===== src/rtl/gnn_result_drain.sv =====
// gnn_result_drain: captures eight out-of-order layer-2 results, then streams them in slot order with per-node class bits.
module gnn_result_drain #(
  parameter int DW = 21
) (
  input  logic            clk,
  input  logic            rst,
  input  logic [8*DW-1:0] res_data,
  input  logic [7:0]      res_ready,
  output logic            in_ready,
  output logic            m_valid,
  input  logic            m_ready,
  output logic [DW-1:0]   m_data,
  output logic [2:0]      m_idx,
  output logic            m_class,
  output logic            m_last,
  output logic [7:0]      cap_mask,
  output logic [3:0]      class_vec,
  output logic            overrun
);
  typedef enum logic {COLLECT, STREAM} state_t;
  state_t        state_q, state_d;
  logic [DW-1:0] mem_q [8];
  logic [DW-1:0] mem_d [8];
  logic [7:0]    cap_mask_q, cap_mask_d;
  logic [3:0]    class_vec_q, class_vec_d;
  logic [2:0]    idx_q, idx_d;
  logic          overrun_q, overrun_d;
  logic          fire, last_xfer;
  assign fire      = (state_q == STREAM) && m_ready;
  assign last_xfer = fire && (idx_q == 3'd7);
  always_comb begin
    state_d     = state_q;
    mem_d       = mem_q;
    cap_mask_d  = cap_mask_q;
    class_vec_d = class_vec_q;
    idx_d       = idx_q;
    overrun_d   = overrun_q;
    if (state_q == COLLECT) begin
      for (int k = 0; k < 8; k++)
        if (res_ready[k] && !cap_mask_q[k]) mem_d[k] = res_data[k*DW +: DW];
      cap_mask_d = cap_mask_q | res_ready;
      overrun_d  = overrun_q | (|(res_ready & cap_mask_q));
      if (cap_mask_d == 8'hFF) begin
        state_d = STREAM;
        idx_d   = 3'd0;
        for (int n = 0; n < 4; n++)
          class_vec_d[n] = $signed(mem_d[2*n+1]) > $signed(mem_d[2*n]);
      end
    end else if (last_xfer) begin
      // flags seen on the final accept open the next frame instead of flagging overrun
      state_d    = COLLECT;
      idx_d      = 3'd0;
      cap_mask_d = res_ready;
      for (int k = 0; k < 8; k++)
        if (res_ready[k]) mem_d[k] = res_data[k*DW +: DW];
    end else begin
      overrun_d = overrun_q | (|res_ready);
      idx_d     = fire ? idx_q + 3'd1 : idx_q;
    end
  end
  always_ff @(posedge clk) begin
    if (rst) begin
      state_q     <= COLLECT;
      cap_mask_q  <= '0;
      class_vec_q <= '0;
      idx_q       <= '0;
      overrun_q   <= 1'b0;
      for (int k = 0; k < 8; k++) mem_q[k] <= '0;
    end else begin
      state_q     <= state_d;
      mem_q       <= mem_d;
      cap_mask_q  <= cap_mask_d;
      class_vec_q <= class_vec_d;
      idx_q       <= idx_d;
      overrun_q   <= overrun_d;
    end
  end
  assign in_ready  = state_q == COLLECT;
  assign m_valid   = state_q == STREAM;
  assign m_data    = m_valid ? mem_q[idx_q] : '0;
  assign m_idx     = idx_q;
  assign m_class   = m_valid && class_vec_q[idx_q[2:1]];
  assign m_last    = m_valid && (idx_q == 3'd7);
  assign cap_mask  = cap_mask_q;
  assign class_vec = class_vec_q;
  assign overrun   = overrun_q;
endmodule


===== config.mk =====
export PLATFORM = sky130hd
export DESIGN_NAME = gnn_result_drain
export DESIGN_NICKNAME = d
export VERILOG_FILES = /design/src/rtl/gnn_result_drain.sv
export SDC_FILE = /design/constraint.sdc
export NUM_CORES = 1
export LEC_CHECK = 0
export ABC_AREA = 1
export BUFFER_PORTS_ARGS = -buffer_cell sky130_fd_sc_hd__buf_2
export CAP_MARGIN = 10
export CELL_PAD_IN_SITES_DETAIL_PLACEMENT = 1
export CELL_PAD_IN_SITES_GLOBAL_PLACEMENT = 1
export CORE_MARGIN = 3
export CORE_UTILIZATION = 41
export CTS_CLUSTER_DIAMETER = 30
export DETAILED_ROUTE_END_ITERATION = 10
export PLACE_DENSITY_LB_ADDON = 0.1
export SYNTH_ARGS = -nofsm -noshare
export SYNTH_HDL_FRONTEND = slang
export SYNTH_SLANG_ARGS = --single-unit

===== constraint.sdc =====
create_clock -name clk -period 3.6 [get_ports clk]
set_input_delay 1.08 -clock clk [delete_from_list [all_inputs] [get_ports clk]]
set_output_delay 1.08 -clock clk [all_outputs]
set_load 0.03 [all_outputs]

* Yosys cells after proc, flatten, opt, wreduce, memory -nomap -nowiden
Index checks and enable logic that the tools add are counted.
** Cells by class
- Multiplexer cells :: 43
- Shift operators :: 0
- Equal/unequal tests :: 13
- Reduce and logical (&&, ||, !) cells :: 33
- Divide/modulo/power cells :: 0
- Multiply operators :: 0
- $lt $le $gt $ge :: 6
- Bitwise logic cells :: 6
- $add $sub $neg :: 1
** Operator list (count)
- 2-to-1 mux 21 bit :: 27
- 2-to-1 mux 168 bit :: 2
- greater-than comparator 21 bit :: 4
- binary-select mux 21 bit (select 3 bit) :: 1
- AND reduction 2 bit :: 10
- != test 2 bit, second input constant :: 9
- 2-to-1 mux 8 bit :: 2
- OR reduction 8 bit :: 2
- logical AND 1 bit :: 12
- 2-to-1 mux 3 bit :: 4
- AND 8 bit :: 1
- == test 8 bit, second input constant :: 1
- logical NOT 1 bit :: 8
- OR 8 bit :: 1
- 2-to-1 mux 1 bit :: 6
- greater-or-equal comparator 4 bit, second input constant :: 1
- inverter 3 -> 4 bit :: 1
- adder 3 x 1 -> 3 bit, second input constant :: 1
- == test 3 bit, second input constant :: 1
- < comparator 2 x 3 -> 1 bit, second input constant :: 1
- != test 3 x 1 -> 1 bit, second input constant :: 1
- binary-select mux 1 bit (select 2 bit) :: 1
- != test 2 x 1 -> 1 bit, second input constant :: 1
- OR 1 bit :: 2
- 2 further kinds :: 2
** Storage, ports and cells
- Latch bits :: 0
- ROM bits :: 0
- Word-level logic and storage cells :: 115
- Bits in registers :: 185
- Memories kept :: 0
- Bits in writable memories :: 0
- Output and inout bits :: 41

* Depth between registers and ports, before layout
- Word-level depth :: 5
- Depth in mapped cells :: 17
- Gate-level depth less buffers :: 16

* Worst setup path before layout
Ideal clock, no wire load.
- Path type :: register to output
- Start point :: register idx_q[1] (netlist: m_idx[1])
- End point :: output port m_data[13]
- Cell stages (with the launch flop) :: 9
- Required time :: 2520 ps
- Path slack :: 597 ps
- Data arrival time :: 1923 ps
- Path through :: dfxtp_1 buf_2 clkinv_1 buf_2 a21oi_1 o21ai_0 nand3_1 nand2_1 a31oi_1
** On the way
- Word-level cells in the longest chain between the ends :: 5
** Ends and longest elaborated chain
- start, declared :: RTL line 26 : logic [2:0] idx_q, idx_d;
- start signal, assigned :: RTL line 74 : idx_q <= idx_d;
- inverter 3 -> 4 bit (implied by the code) :: RTL line 80 : assign m_data = m_valid ? mem_q[idx_q] : '0;
- binary-select mux 21 bit (select 3 bit) :: RTL line 80
- 2-to-1 mux 21 bit (implied by the code) (2 in series) :: RTL line 80
- 2-to-1 mux 21 bit :: RTL line 80
- end, declared :: RTL line 12 : output logic [DW-1:0] m_data,
Every way passes these cells. The select of a mux whose other input is x is not followed.

* Worst setup path in the final report
- Start point :: register idx_q[0] (netlist: m_idx[0])
- End point :: output port m_data[6]
The elaborated chain is that of the path after synthesis.

==> flow_summary.toml <==
[power_and_ir_drop]
ir_drop_mv = 0.3644
power_density_nw_per_um2 = 386.5
p_leak_nw = 6.753

[die]
io_pins = 220
design.core.area_um2 = 32780
start_util = 0.4186
rows = 66
dieArea_um2 = 35700
die_h_um = 188.9
die_w_um = 188.9

[synthesis]
ys_ff_latch = 185
syn_avg_cell_area_um2 = 6.658
async_flop_share = 0
synth_nets = 2326
synth.distinct_cells = 39
ys.flop_type = "dfxtp_1"
synthCells = 2061
synth_area_leader_cell = "dfxtp_1"
syn_area_um2 = 13720
synth_edf_count = 0
yosysSeqAreaShare = 0.2699
synth_top_area_frac = 0.2699
ys_top_cells_by_area = "dfxtp_1, nand2_1, a31oi_1"
yosys_warnings = 0

[final_layout]
seq_area_um2 = 3710
multi_input_area_um2 = 8693
area_growth_pct = 14.85
fill_cells = 4387
nNetsFinal = 2461
drive_gt1_frac = 0.1969

[grt]
grt_util_all_layers = 0.3073
grt_pass1_vias = 15700
antenna_found_initial = 2
grt_max_degree = 75
overflow = 0
grt_pass1_wl_mm = 87.46

[sta]
rsz0062_at_grt = "no"
fin_tns_setup_ns = 0
fin_hold_ws_ns = 0.4784
setup_violations = 0
timing.final.crit_share = 0.9849
finalHoldViolations = 0
drv_slew = 0
max_slew_margin = 0.2645
finClkSkew_ns = 0.01224
fmax_mhz = 282.0
min_period_ns = 3.546
max_slew.worst_pin.slew_ns = 1.102

[critical_path]
reg2reg_from = "m_idx[0]$_SDFFE_PP0P_"
path_max_fanout = 64
endpoint_kind = "primary output"
critical_path.top_delay_family = "compound AO/OA/AOI/OAI gates"
r2r_end = "mem_q[6]$_SDFFE_PP0P_"
cpPeakStageDelay_ns = 0.37
rrSetupSlack_ns = 0.77
path_cells = "buf_12 > a21oi_1 > o21ai_0 > nand3_1 > nand2_1 > a31oi_1 > buf_2"
r2r_cells = 9
crit_slowest_cell = "a31oi_1"
cp_num_buf_inv = 2
crit_start = "m_idx[0]$_SDFFE_PP0P_"
critical_path_arrival_ns = 2.47
crit_required_ns = 2.52
cp-start-kind = "flip-flop"
critPathKind = "flip-flop to primary output"

[routing]
drtIter0Drc = 1037
vias_per_cell = 5.771
drc = 0
drt-total-wl_mm = 55.93
drtPass1Iterations = 7
antenna_left = 0
num_vias = 15310
wire_per_inst_um = 21.09

[cts]
cts_tree = "done"
hold_buffers = 0
cts-htree-levels = 4
clk_latency_ns = 0.46
clock_sinks = 185
cts_buffers = 17
root_buffer = "clkbuf_16"
ctsLongestPathBuffers = 2
clk_pin_slew_ns = 0.08

[worst_hold_path]
worstHoldStart = "mem_q[47]$_SDFFE_PP0P_"
min_to = "mem_q[47]$_SDFFE_PP0P_"
hp-class = "flip-flop to flip-flop"
whs_path_depth = 2

[placed_design]
port_buffers = 219
hpwl_mm = 41.09
gp_congestion = 0.9282

[run]
max_cap_viol_count = 0

[status]
status = "finished, final reports clean"
==> worst min-delay path: stages, from the launching register on <==
cell     delay [ns]
dfxtp_1        0.31
nand2_1        0.06
a31oi_1        0.06
==> layout make-up <==
cell class | count | area share
Multi-Input combinational cell | 1563 | 0.5516
Sequential cell | 185 | 0.2354
Timing Repair Buffer | 266 | 0.1002
Inverter | 163 | 0.03906
Tap cell | 442 | 0.03509
Clock buffer | 21 | 0.02922
Clock inverter | 11 | 0.009289
Antenna cell | 1 | 0.0001588
==> sequential cells by signal (all words and copies together), names as in the netlist <==
| signal | flops |
|---|---|
| overrun | 1 |
| mem_q | 168 |
| m_idx | 3 |
| m_valid | 1 |
| cap_mask | 8 |
| class_vec | 4 |
==> through the flow <==
step	utilization	total power, mW	area, µm²	setup WS (ns)	instances
final	0.4807	6.091	15760	0.05446	2652
after global routing	0.4807	6.428	15760	0.05661	2652
after CTS	0.4801	6.116	15740	0.06043	2651
after detailed placement	0.4616	4.058	15130	0.3478	2619
after global placement	0.4616	3.988	15130	0.4308	2619
after floorplan	-	3.479	13720	0.5971	2061
==> worst max path at each step <==
stage               slack, ns                        end  depth (start not counted)
detailed placement       0.35  class_vec[0]$_SDFFE_PP0P_                         15
CTS                      0.06                 m_data[12]                          8
global route             0.06                  m_data[6]                          6
global placement         0.43  class_vec[0]$_SDFFE_PP0P_                         15
floorplan                0.60                 m_data[13]                          8
finish                   0.05                  m_data[6]                          7
==> cells in the mapped netlist (2+ instances only) <==
cell type,number
dfxtp_1,185
ha_1,86
nand3b_1,4
buf_6,2
o21ai_0,145
nand3_1,208
nor2_4,8
nor4_1,2
o22ai_1,2
buf_4,16
nand4_1,5
or2_2,69
clkbuf_1,70
nor2_2,5
nor2_1,104
nor3_1,2
a31oi_1,177
nand2_1,467
buf_1,12
mux2_2,41
or2_1,3
inv_2,4
a21o_1,4
mux2i_1,41
inv_1,158
a21oi_1,180
buf_2,48
a211oi_1,2
==> what timing repair did <==
action / 4_1_cts / 5_1_grt
hold endpoints to repair: 0 / 0
setup buffers: 0 / 0
gates resized for setup: 0 / 5
endpoints found under the setup margin: 0 / 4
==> logic make-up after synthesis <==
| family | synth area share |
|---|---|
| compound gates | 0.2051 |
| fa+ha+maj | 0.07842 |
| buf+inv | 0.09747 |
| flops | 0.2699 |
| mux | 0.06629 |
| simple gates | 0.2828 |
==> cells in the final DEF (no fill, tap or decap), drive strengths merged <==
cell | synthesis | final
or2 | 72 | 72
a21o | 4 | 4
diode | 0 | 1
nor3 | 3 | 3
nand2 | 468 | 468
clkinv | 1 | 5
nand3 | 208 | 208
clkbuf | 70 | 22
buf | 80 | 265
bufinv | 0 | 3
nand3b | 4 | 4
ha | 86 | 86
nor2 | 118 | 118
mux2 | 42 | 42
inv | 162 | 161
a211oi | 2 | 2
nor4 | 2 | 2
o21ai | 147 | 147
nand4 | 5 | 5
a221oi | 1 | 1
clkinvlp | 0 | 5
dfxtp | 185 | 185
a31oi | 177 | 177
a21oi | 180 | 180
o22ai | 2 | 2
mux2i | 42 | 42
==> metal layers <==
metal,vias up,global-route usage,share of wire
met5,-,0,0.00021
met4,2,0.1020,0.031
met3,79,0.05740,0.061
met2,476,0.5072,0.46
met1,7461,0.4049,0.45
li1,7287,-,-
==> power breakdown <==
group | switching [mW] | internal (mW) | total (mW)
Combinational | 1.06 | 0.656 | 1.72
Clock | 0.919 | 1.13 | 2.05
Sequential | 0.117 | 2.21 | 2.33
Total | 2.10 | 3.99 | 6.09
Power figures use the tool's default switching activity.
